**config.mk**
```make
export PLATFORM = sky130hd
export DESIGN_NAME = led_chaser_master
export DESIGN_NICKNAME = d
export VERILOG_FILES = /design/src/rtl/led_chaser_master.sv
export SDC_FILE = /design/constraint.sdc
export NUM_CORES = 1
export LEC_CHECK = 0
export BUFFER_PORTS_ARGS = -buffer_cell sky130_fd_sc_hd__buf_2
export CAP_MARGIN = 10
export CORE_MARGIN = 4
export CORE_UTILIZATION = 53
export CTS_CLUSTER_DIAMETER = 80
export DETAILED_ROUTE_END_ITERATION = 10
export PLACE_DENSITY = 0.76
export SLEW_MARGIN = 20
export SYNTH_ARGS = -nofsm -noshare
export SYNTH_HDL_FRONTEND = slang
export SYNTH_SLANG_ARGS = --single-unit
```
**constraint.sdc**
```tcl
create_clock -name clk -period 2.3 [get_ports clk]
set_input_delay 0.115 -clock clk [delete_from_list [all_inputs] [get_ports clk]]
set_output_delay 0.115 -clock clk [all_outputs]
set_load 0.005 [all_outputs]
```
**src/rtl/led_chaser_master.sv**
```systemverilog
// LED chaser: periodically writes a rotating or counting 4-bit pattern to an Avalon-MM PIO slave.
// Define LED_CHASER_READBACK_EN to follow every write with a verifying read.
module led_chaser_master #(
   parameter int unsigned PERIOD_CYCLES = 25000000
) (
   input  logic       clk,
   input  logic       reset,
   input  logic       enable,
   input  logic       mode,
   output logic [1:0] avm_address,
   output logic       avm_chipselect,
   output logic       avm_write_n,
   output logic [3:0] avm_writedata,
   input  logic [3:0] avm_readdata,
   output logic [3:0] pattern,
   output logic       busy,
   output logic       readback_error
);

   localparam int unsigned TIMER_W = (PERIOD_CYCLES > 2) ? $clog2(PERIOD_CYCLES) : 1;
   localparam logic [TIMER_W-1:0] RELOAD = TIMER_W'(PERIOD_CYCLES - 1);

   typedef enum logic [1:0] {
      ST_IDLE  = 2'd0,
      ST_WAIT  = 2'd1,
      ST_WRITE = 2'd2,
      ST_READ  = 2'd3
   } state_t;

   state_t             state;
   logic [TIMER_W-1:0] timer;

   // Rotate a one-hot value left (repairing anything else to 0001), or count up modulo 16.
   function automatic logic [3:0] calc_next(input logic [3:0] p, input logic m);
      if (m)
         return p + 4'd1;
      if ((p != 4'd0) && ((p & (p - 4'd1)) == 4'd0))
         return {p[2:0], p[3]};
      return 4'b0001;
   endfunction

   // The PIO slave has a single register, so the address never moves off 0.
   assign avm_address = 2'd0;

`ifdef LED_CHASER_READBACK_EN
   logic rb_error;
   assign readback_error = rb_error;
`else
   logic readdata_unused;
   assign readdata_unused = ^avm_readdata;
   assign readback_error  = 1'b0;
`endif

   always_ff @(posedge clk or posedge reset) begin
      if (reset) begin
         state          <= ST_IDLE;
         timer          <= '0;
         pattern        <= 4'b0001;
         avm_chipselect <= 1'b0;
         avm_write_n    <= 1'b1;
         avm_writedata  <= 4'd0;
         busy           <= 1'b0;
`ifdef LED_CHASER_READBACK_EN
         rb_error       <= 1'b0;
`endif
      end else begin
         case (state)
            ST_IDLE: begin
               if (enable) begin
                  state <= ST_WAIT;
                  timer <= RELOAD;
               end
            end

            ST_WAIT: begin
               if (!enable) begin
                  state <= ST_IDLE;
               end else if (timer == '0) begin
                  state          <= ST_WRITE;
                  avm_chipselect <= 1'b1;
                  avm_write_n    <= 1'b0;
                  avm_writedata  <= calc_next(pattern, mode);
                  busy           <= 1'b1;
               end else begin
                  timer <= timer - TIMER_W'(1);
               end
            end

            ST_WRITE: begin
               pattern       <= avm_writedata;
               avm_write_n   <= 1'b1;
               avm_writedata <= 4'd0;
`ifdef LED_CHASER_READBACK_EN
               state <= ST_READ;
`else
               avm_chipselect <= 1'b0;
               busy           <= 1'b0;
               if (enable) begin
                  state <= ST_WAIT;
                  timer <= RELOAD;
               end else begin
                  state <= ST_IDLE;
               end
`endif
            end

            ST_READ: begin
`ifdef LED_CHASER_READBACK_EN
               // Sticky until reset: a single bad readback is enough to flag the slave.
               if (avm_readdata != pattern)
                  rb_error <= 1'b1;
`endif
               avm_chipselect <= 1'b0;
               busy           <= 1'b0;
               if (enable) begin
                  state <= ST_WAIT;
                  timer <= RELOAD;
               end else begin
                  state <= ST_IDLE;
               end
            end

            default: state <= ST_IDLE;
         endcase
      end
   end

endmodule

```
==> results of run 1 <==
-- synth_stat cells, drive strengths merged, types with 2 or more instances --
cell type | instances | area (um2)
ha | 4 | 50.1
and4 | 5 | 46.3
and3 | 2 | 15.0
nor4 | 3 | 18.8
xor2 | 2 | 17.5
nand3 | 9 | 45.0
nor2 | 30 | 115
a32o | 2 | 20.0
buf | 7 | 50.0
dfrtp | 35 | 876
inv | 12 | 45.0
or3b | 2 | 17.5
a211oi | 8 | 60.1
nand2 | 16 | 60.1
o21ai | 9 | 45.0
o41ai | 4 | 35.0
a31oi | 7 | 43.8
a311oi | 2 | 17.5
mux2 | 4 | 45.0
a21oi | 5 | 25.0
o31ai | 3 | 22.5
nor3 | 16 | 80.1
mux2i | 2 | 20.0
or2 | 2 | 15.0
a21o | 2 | 16.3
or4 | 5 | 42.5
dfstp | 2 | 52.6
nand2b | 4 | 25.0
a22o | 2 | 17.5
or3 | 5 | 33.8
clkbuf | 6 | 22.5
-- flip-flops by register name, indices dropped and copies added (netlist names) --
register	count
avm_writedata	4
avm_write_n	1
busy	1
timer	25
state	2
pattern	4
-- logic make-up (layout without fill, tap and decap cells) --
logic type | after synthesis | in the layout | synth area share
and+or+nand+nor | 103 | 103 | 0.253
AOI/OAI and AO/OA | 57 | 57 | 0.200
DFF | 37 | 37 | 0.429
buffers and inverters | 25 | 64 | 0.0544
muxes | 6 | 6 | 0.0301
adders and majority gates | 4 | 4 | 0.0231
xor gates and xnor gates | 2 | 2 | 0.00810
other | 1 | 3 | 0.00173
-- worst min-delay path, delay by kind of cell --
| family | cells | cell delay, ns |
|---|---|---|
| AO/OA/AOI/OAI | 1 | 0.07 |
| AND/OR/NAND/NOR | 1 | 0.06 |
| multiplexers | 1 | 0.07 |
| buffers and inverters | 1 | 0.17 |
-- power groups by stage --
| stage | combinational (mW) | clock (mW) | sequential, mW |
|---|---|---|---|
| after global routing | 0.229 | 0.638 | 0.758 |
| final | 0.206 | 0.596 | 0.751 |
| after CTS | 0.202 | 0.609 | 0.744 |
| after global placement | 0.186 | 0 | 0.753 |
| after floorplan | 0.120 | 0 | 0.752 |
| after detailed placement | 0.199 | 0 | 0.756 |
-- final timing paths --
kind	cells after the start	to	slack [ns]
max	6	timer[17]	0.06
min in group asynchronous	4	timer[13]	0.46
max reg2reg	6	timer[17]	0.06
max in group asynchronous	4	avm_write_n	1.49
min reg2reg	2	avm_write_n	0.46
min	4	avm_writedata[0]	0.23
-- cell usage in the layout (no fill, tap or decap), drive strengths merged, types with 3 or more instances in the layout --
cell     n
nor3    16
inv     12
o21ai    9
a21oi    5
and4     5
or4      5
conb     3
a31oi    7
nand2b   4
ha       4
a211oi   8
clkbuf   6
dfrtp   35
buf     43
nor2    30
mux2     4
o41ai    4
nor4     3
or3      5
nand2   16
o31ai    3
nand3    9
-- layout make-up --
class / instances / area (um2) / share of cell area
multi-input combinational: 175 / 1150 / 0.441
timing repair buffer: 44 / 299 / 0.115
clock buffer: 6 / 82.6 / 0.0318
clock inverter: 2 / 37.5 / 0.0144
inverter: 12 / 45.0 / 0.0173
tap: 48 / 60.1 / 0.0231
sequential: 37 / 928 / 0.357
-- layer usage --
metal | up-vias | global-route usage | routed length, um
met5 | - | 0 | 0
met4 | 0 | 0.0898 | 62
met3 | 8 | 0.0402 | 219
met2 | 48 | 0.318 | 2370
met1 | 958 | 0.288 | 2430
li1 | 954 | - | -
-- timing repair --
| action | 4_1_cts | 5_1_grt |
|---|---|---|
| pin swaps | 0 | 5 |
| hold buffers | 1 | 0 |
| endpoints found under the setup margin | 7 | 10 |
| buffers inserted | 0 | 4 |
| hold endpoints to repair | 35 | 0 |
| resized for setup | 3 | 6 |
| gates cloned | 0 | 1 |
==> flow_summary.yaml, run 1 <==
status:
  run_status: "finished clean"
yosys:
  yosysSeqAreaShare: 0.429
  synth_warnings: 0
  synthDistinctLibCells: 59
  synth-edff-count: 0
  netlist_area_mm2: 0.00216
  ys_ff_latch: 37
  synthArstFlopShare: 1.00
  avgSynthCellArea_um2: 9.21
  syn_inst: 235
  synth_ff_type: "dfrtp_1"
critical_path:
  cp_slowest_cell: "or4_4"
  crit_family: "simple AND/OR/NAND/NOR gates"
  worstSetupPathType: "reg2reg"
  endpoint_kind: "flop"
  crit_path_start: "timer[1]"
  worstSetupStartpointType: "flop"
  arrival_ns: 2.42
  cp_max_fo: 6
  worstPathRequired_ns: 2.48
  slowest_delay_ns: 0.55
  r2r-start: "timer[1]"
  cp_num_buf_inv: 1
  path_cells: "or4_4 > or2_4 > a2111oi_4 > buf_6 > a31oi_1 > a211o_1"
sta:
  tns_ns: 0
  whs_ns: 0.229
  final_hold_viol_count: 0
  finClkSkew_ns: 0.00963
  relSlewSlack: 0.637
  fmax_mhz: 446
  final.period_utilization: 0.974
  rsz0062_at_grt: "yes"
  setup_viol_count_final: 0
  finalWorstSetupSlack_ns: 0.0598
  slew_viol_final: 0
  worst_pin_slew_ns: 0.544
  min_period_ns: 2.24
job:
  drv_cap: 0
power_and_ir_drop:
  p_leak_nw: 1.07
  p_clk_frac: 0.384
  powerDensity_mw_per_mm2: 597
  p_comb_frac: 0.132
  power_mw: 1.55
  seq_power_share: 0.484
  p_switching_mw: 0.418
  switching_share: 0.269
  intPower_mw: 1.13
  peakVddDrop_mv: 0.341
die:
  dieArea_mm2: 0.00517
  die_h_um: 71.9
  core_mm2: 0.00380
  initial_core_util: 0.569
  io_pins: 22
  die_w_um: 71.9
  num_rows: 22
final_layout:
  nets: 287
  nFillCells: 301
  fin_area_mm2: 0.00260
  finalNonFillerCells: 324
  layout-drive-gt1-share: 0.279
  utilization: 0.684
  antenna_cells: 0
  synthToLayoutAreaGrowth_pct: 20.2
global_route:
  grt_max_degree: 38
  antenna_found_initial: 0
  gr-total-overflow: 0
  grt_first_pass_wirelength_mm: 8.54
  grt_usage: 0.208
  grt_pass1_vias: 1785
route:
  first_pass_iters: 4
  vias: 1968
  drc_errors: 0
  drt-vias-per-instance: 6.07
  wl_per_cell_um: 15.7
  ant_nets: 0
  drt_wl_total_mm: 5.08
  drt_iter0_markers: 192
cts:
  cts_buffer_depth: 2
  clk_pin_slew_ns: 0.08
  htree_levels: 2
  cts-root-buf: "clkbuf_8"
  cts_made_buffers: 5
  worstSkewPairLatency_ns: 0.30
  cts_tree: "done"
  cts.sinks: 37
placed_design:
  place_inst: 310
  place_hpwl_mm: 3.50
  routabilityCongestion: 0.859
  placed_area_mm2: 0.00241
  post-place-ws_ns: -0.0528
  io_buffer_count: 14
min_path:
  hp-start: "mode"
  hp-class: "in2reg"
Power figures use the tool's default switching activity.
==> run 2, diff against run 1 <==
--- a/config.mk
+++ b/config.mk
@@ -5,13 +5,13 @@
 export SDC_FILE = /design/constraint.sdc
 export NUM_CORES = 1
 export LEC_CHECK = 0
-export BUFFER_PORTS_ARGS = -buffer_cell sky130_fd_sc_hd__buf_2
+export BUFFER_PORTS_ARGS = -buffer_cell sky130_fd_sc_hd__buf_4
 export CAP_MARGIN = 10
 export CORE_MARGIN = 4
-export CORE_UTILIZATION = 53
+export CORE_UTILIZATION = 46
 export CTS_CLUSTER_DIAMETER = 80
 export DETAILED_ROUTE_END_ITERATION = 10
-export PLACE_DENSITY = 0.76
+export PLACE_DENSITY = 0.67
 export SLEW_MARGIN = 20
 export SYNTH_ARGS = -nofsm -noshare
 export SYNTH_HDL_FRONTEND = slang
==> run 2 against run 1 <==
  * Via count fell by 4.9%
  * Clock skew rose by 0.0025 ns
  * Register-to-register slack better by 0.07 ns
  * Sequential power is essentially flat
  * Critical path depth up 3
  * Combinational power down 6%
  * Sequential share of layout area increased by 0.36 points
  * Maximum frequency is 3.3% higher
  * Power fell by 11%
  * Highest routed layer unchanged
==> flow_summary.yaml, run 2 (synthesis results as in run 1) <==
route:
  wl_met2_mm: 2.27
  wl_met3_um: 187
  ant_nets: 0
  vias: 1872
  drc_errors: 0
  wl_met1_mm: 2.54
  wl_per_cell_um: 15.5
  first_pass_iters: 4
  drt_wl_total_mm: 5.05
  dr.max_layer_used: "met4"
  drt_iter0_markers: 149
  drt-vias-per-instance: 5.76
final_layout:
  largest_register_ffs: 25
  largest_registers: "timer x25, avm_writedata x4, pattern x4"
  mostFrequentLayoutCells: "buf_4, dfrtp_1, nor2_1"
  nets: 284
  finalNonFillerCells: 325
  nFillCells: 404
  multi_input_area_mm2: 0.00114
  largest-register: "timer"
  register_area_um2: 928
  layout-drive-gt1-share: 0.260
  final_common_cell: "buf_4"
  utilization: 0.579
  synthToLayoutAreaGrowth_pct: 19.0
  antenna_cells: 0
cts:
  cts-root-buf: "clkbuf_8"
  cts_tree: "done"
  cts_made_buffers: 5
  clk_pin_slew_ns: 0.08
  htree_levels: 2
  cts_buffer_depth: 2
  worstSkewPairLatency_ns: 0.29
  cts.sinks: 37
critical_path:
  cp_slowest_cell: "a2111oi_4"
  worstSetupStartpointType: "flop"
  cp_num_buf_inv: 3
  path_cells: "inv_2 > ha_1 > nor4b_2 > buf_4 > and3_2 > a2111oi_4 > buf_4 > and4_2 > nor3_1"
  worstSetupPathType: "reg2reg"
  worstPathRequired_ns: 2.47
  arrival_ns: 2.34
  r2r-start: "timer[0]"
  r2r-end: "timer[19]"
  r2r_slack_ns: 0.13
  slowest_delay_ns: 0.45
  reg2regPathDepth: 9
  crit_family: "simple AND/OR/NAND/NOR gates"
  cp_max_fo: 6
  endpoint_kind: "flop"
  cp_common_cell: "buf_4"
global_route:
  gr-total-overflow: 0
  grt_first_pass_wirelength_mm: 8.93
  grt_usage: 0.187
  grt_pass1_vias: 1823
  antenna_found_initial: 0
  grt_max_degree: 38
power_and_ir_drop:
  peakVddDrop_mv: 0.397
  powerDensity_mw_per_mm2: 538
  p_leak_nw: 1.05
min_path:
  min_to: "avm_writedata[0]"
  whs_path_depth: 4
  hp-start: "mode"
  hp-class: "in2reg"
die:
  initial_core_util: 0.487
  die_w_um: 76.6
  dieArea_mm2: 0.00586
  die_h_um: 76.6
  num_rows: 24
  core_mm2: 0.00444
  io_pins: 22
sta:
  final.period_utilization: 0.943
  fmax_mhz: 461
  setup_viol_count_final: 0
  worst_pin_slew_ns: 0.506
  final_hold_viol_count: 0
  finClkSkew_ns: 0.0121
  min_period_ns: 2.17
  rsz0062_at_grt: "no"
  whs_ns: 0.199
  slew_viol_final: 0
  tns_ns: 0
  relSlewSlack: 0.662
job:
  drv_cap: 0
placed_design:
  io_buffer_count: 14
  routabilityCongestion: 0.829
  place_hpwl_mm: 3.56
  place_inst: 315
status:
  run_status: "finished clean"
==> run 2: stage by stage <==
stage	cell area [um2]	setup slack, ns	total power [mW]
finish	2570	0.130	1.38
global route	2570	0.00446	1.46
CTS	2550	0.0545	1.38
detailed placement	2460	-0.0312	0.937
global placement	2460	0.0260	0.930
floorplan	2170	0.0411	0.873
==> run 2: worst reg2reg max path, cell delays in order (launching register included) <==
cell and delay [ns]:
dfrtp_1 0.38, inv_2 0.05, ha_1 0.19, nor4b_2 0.15, buf_4 0.14, and3_2 0.24, a2111oi_4 0.45, buf_4 0.21
and4_2 0.21, nor3_1 0.05
==> run 2: cell type report <==
class                   count  share of cell area
clock buffers               7              0.0297
multi-input cells         175               0.444
well taps                  52              0.0253
repair buffers             41               0.121
inverters                  12              0.0175
flip-flops and latches     37               0.361
clock inverters             1             0.00194
==> run 2: worst max path at each step <==
stage | endpoint | depth (start not counted) | slack [ns] | from
6_report | timer[19] | 9 | 0.13 | timer[0]
5_1_grt | timer[19] | 9 | 0.004 | timer[0]
4_1_cts | timer[10] | 9 | 0.05 | timer[0]
3_5_place_dp | timer[0] | 8 | -0.03 | timer[0]
3_3_place_gp | timer[0] | 8 | 0.03 | timer[0]
2_1_floorplan | timer[10] | 7 | 0.04 | timer[0]
==> run 2: per-layer routing <==
metal	GRT usage	vias to the layer above
met5	0	-
met4	0.0543	0
met3	0.0414	5
met2	0.286	30
met1	0.266	889
li1	-	948
==> run 2: power breakdown <==
group,internal (mW),switching (mW),total (mW),leakage (nW)
clock network,0.213,0.227,0.440,0.0422
registers,0.696,0.0545,0.751,0.413
logic,0.0823,0.111,0.193,0.590
==> run 2: timing repair <==
item,4_1_cts,5_1_grt
hold buffers,1,0
setup buffers,0,1
setup endpoints to repair,3,14
resized for setup,2,5
hold endpoints to repair,35,0
pin swaps,0,1
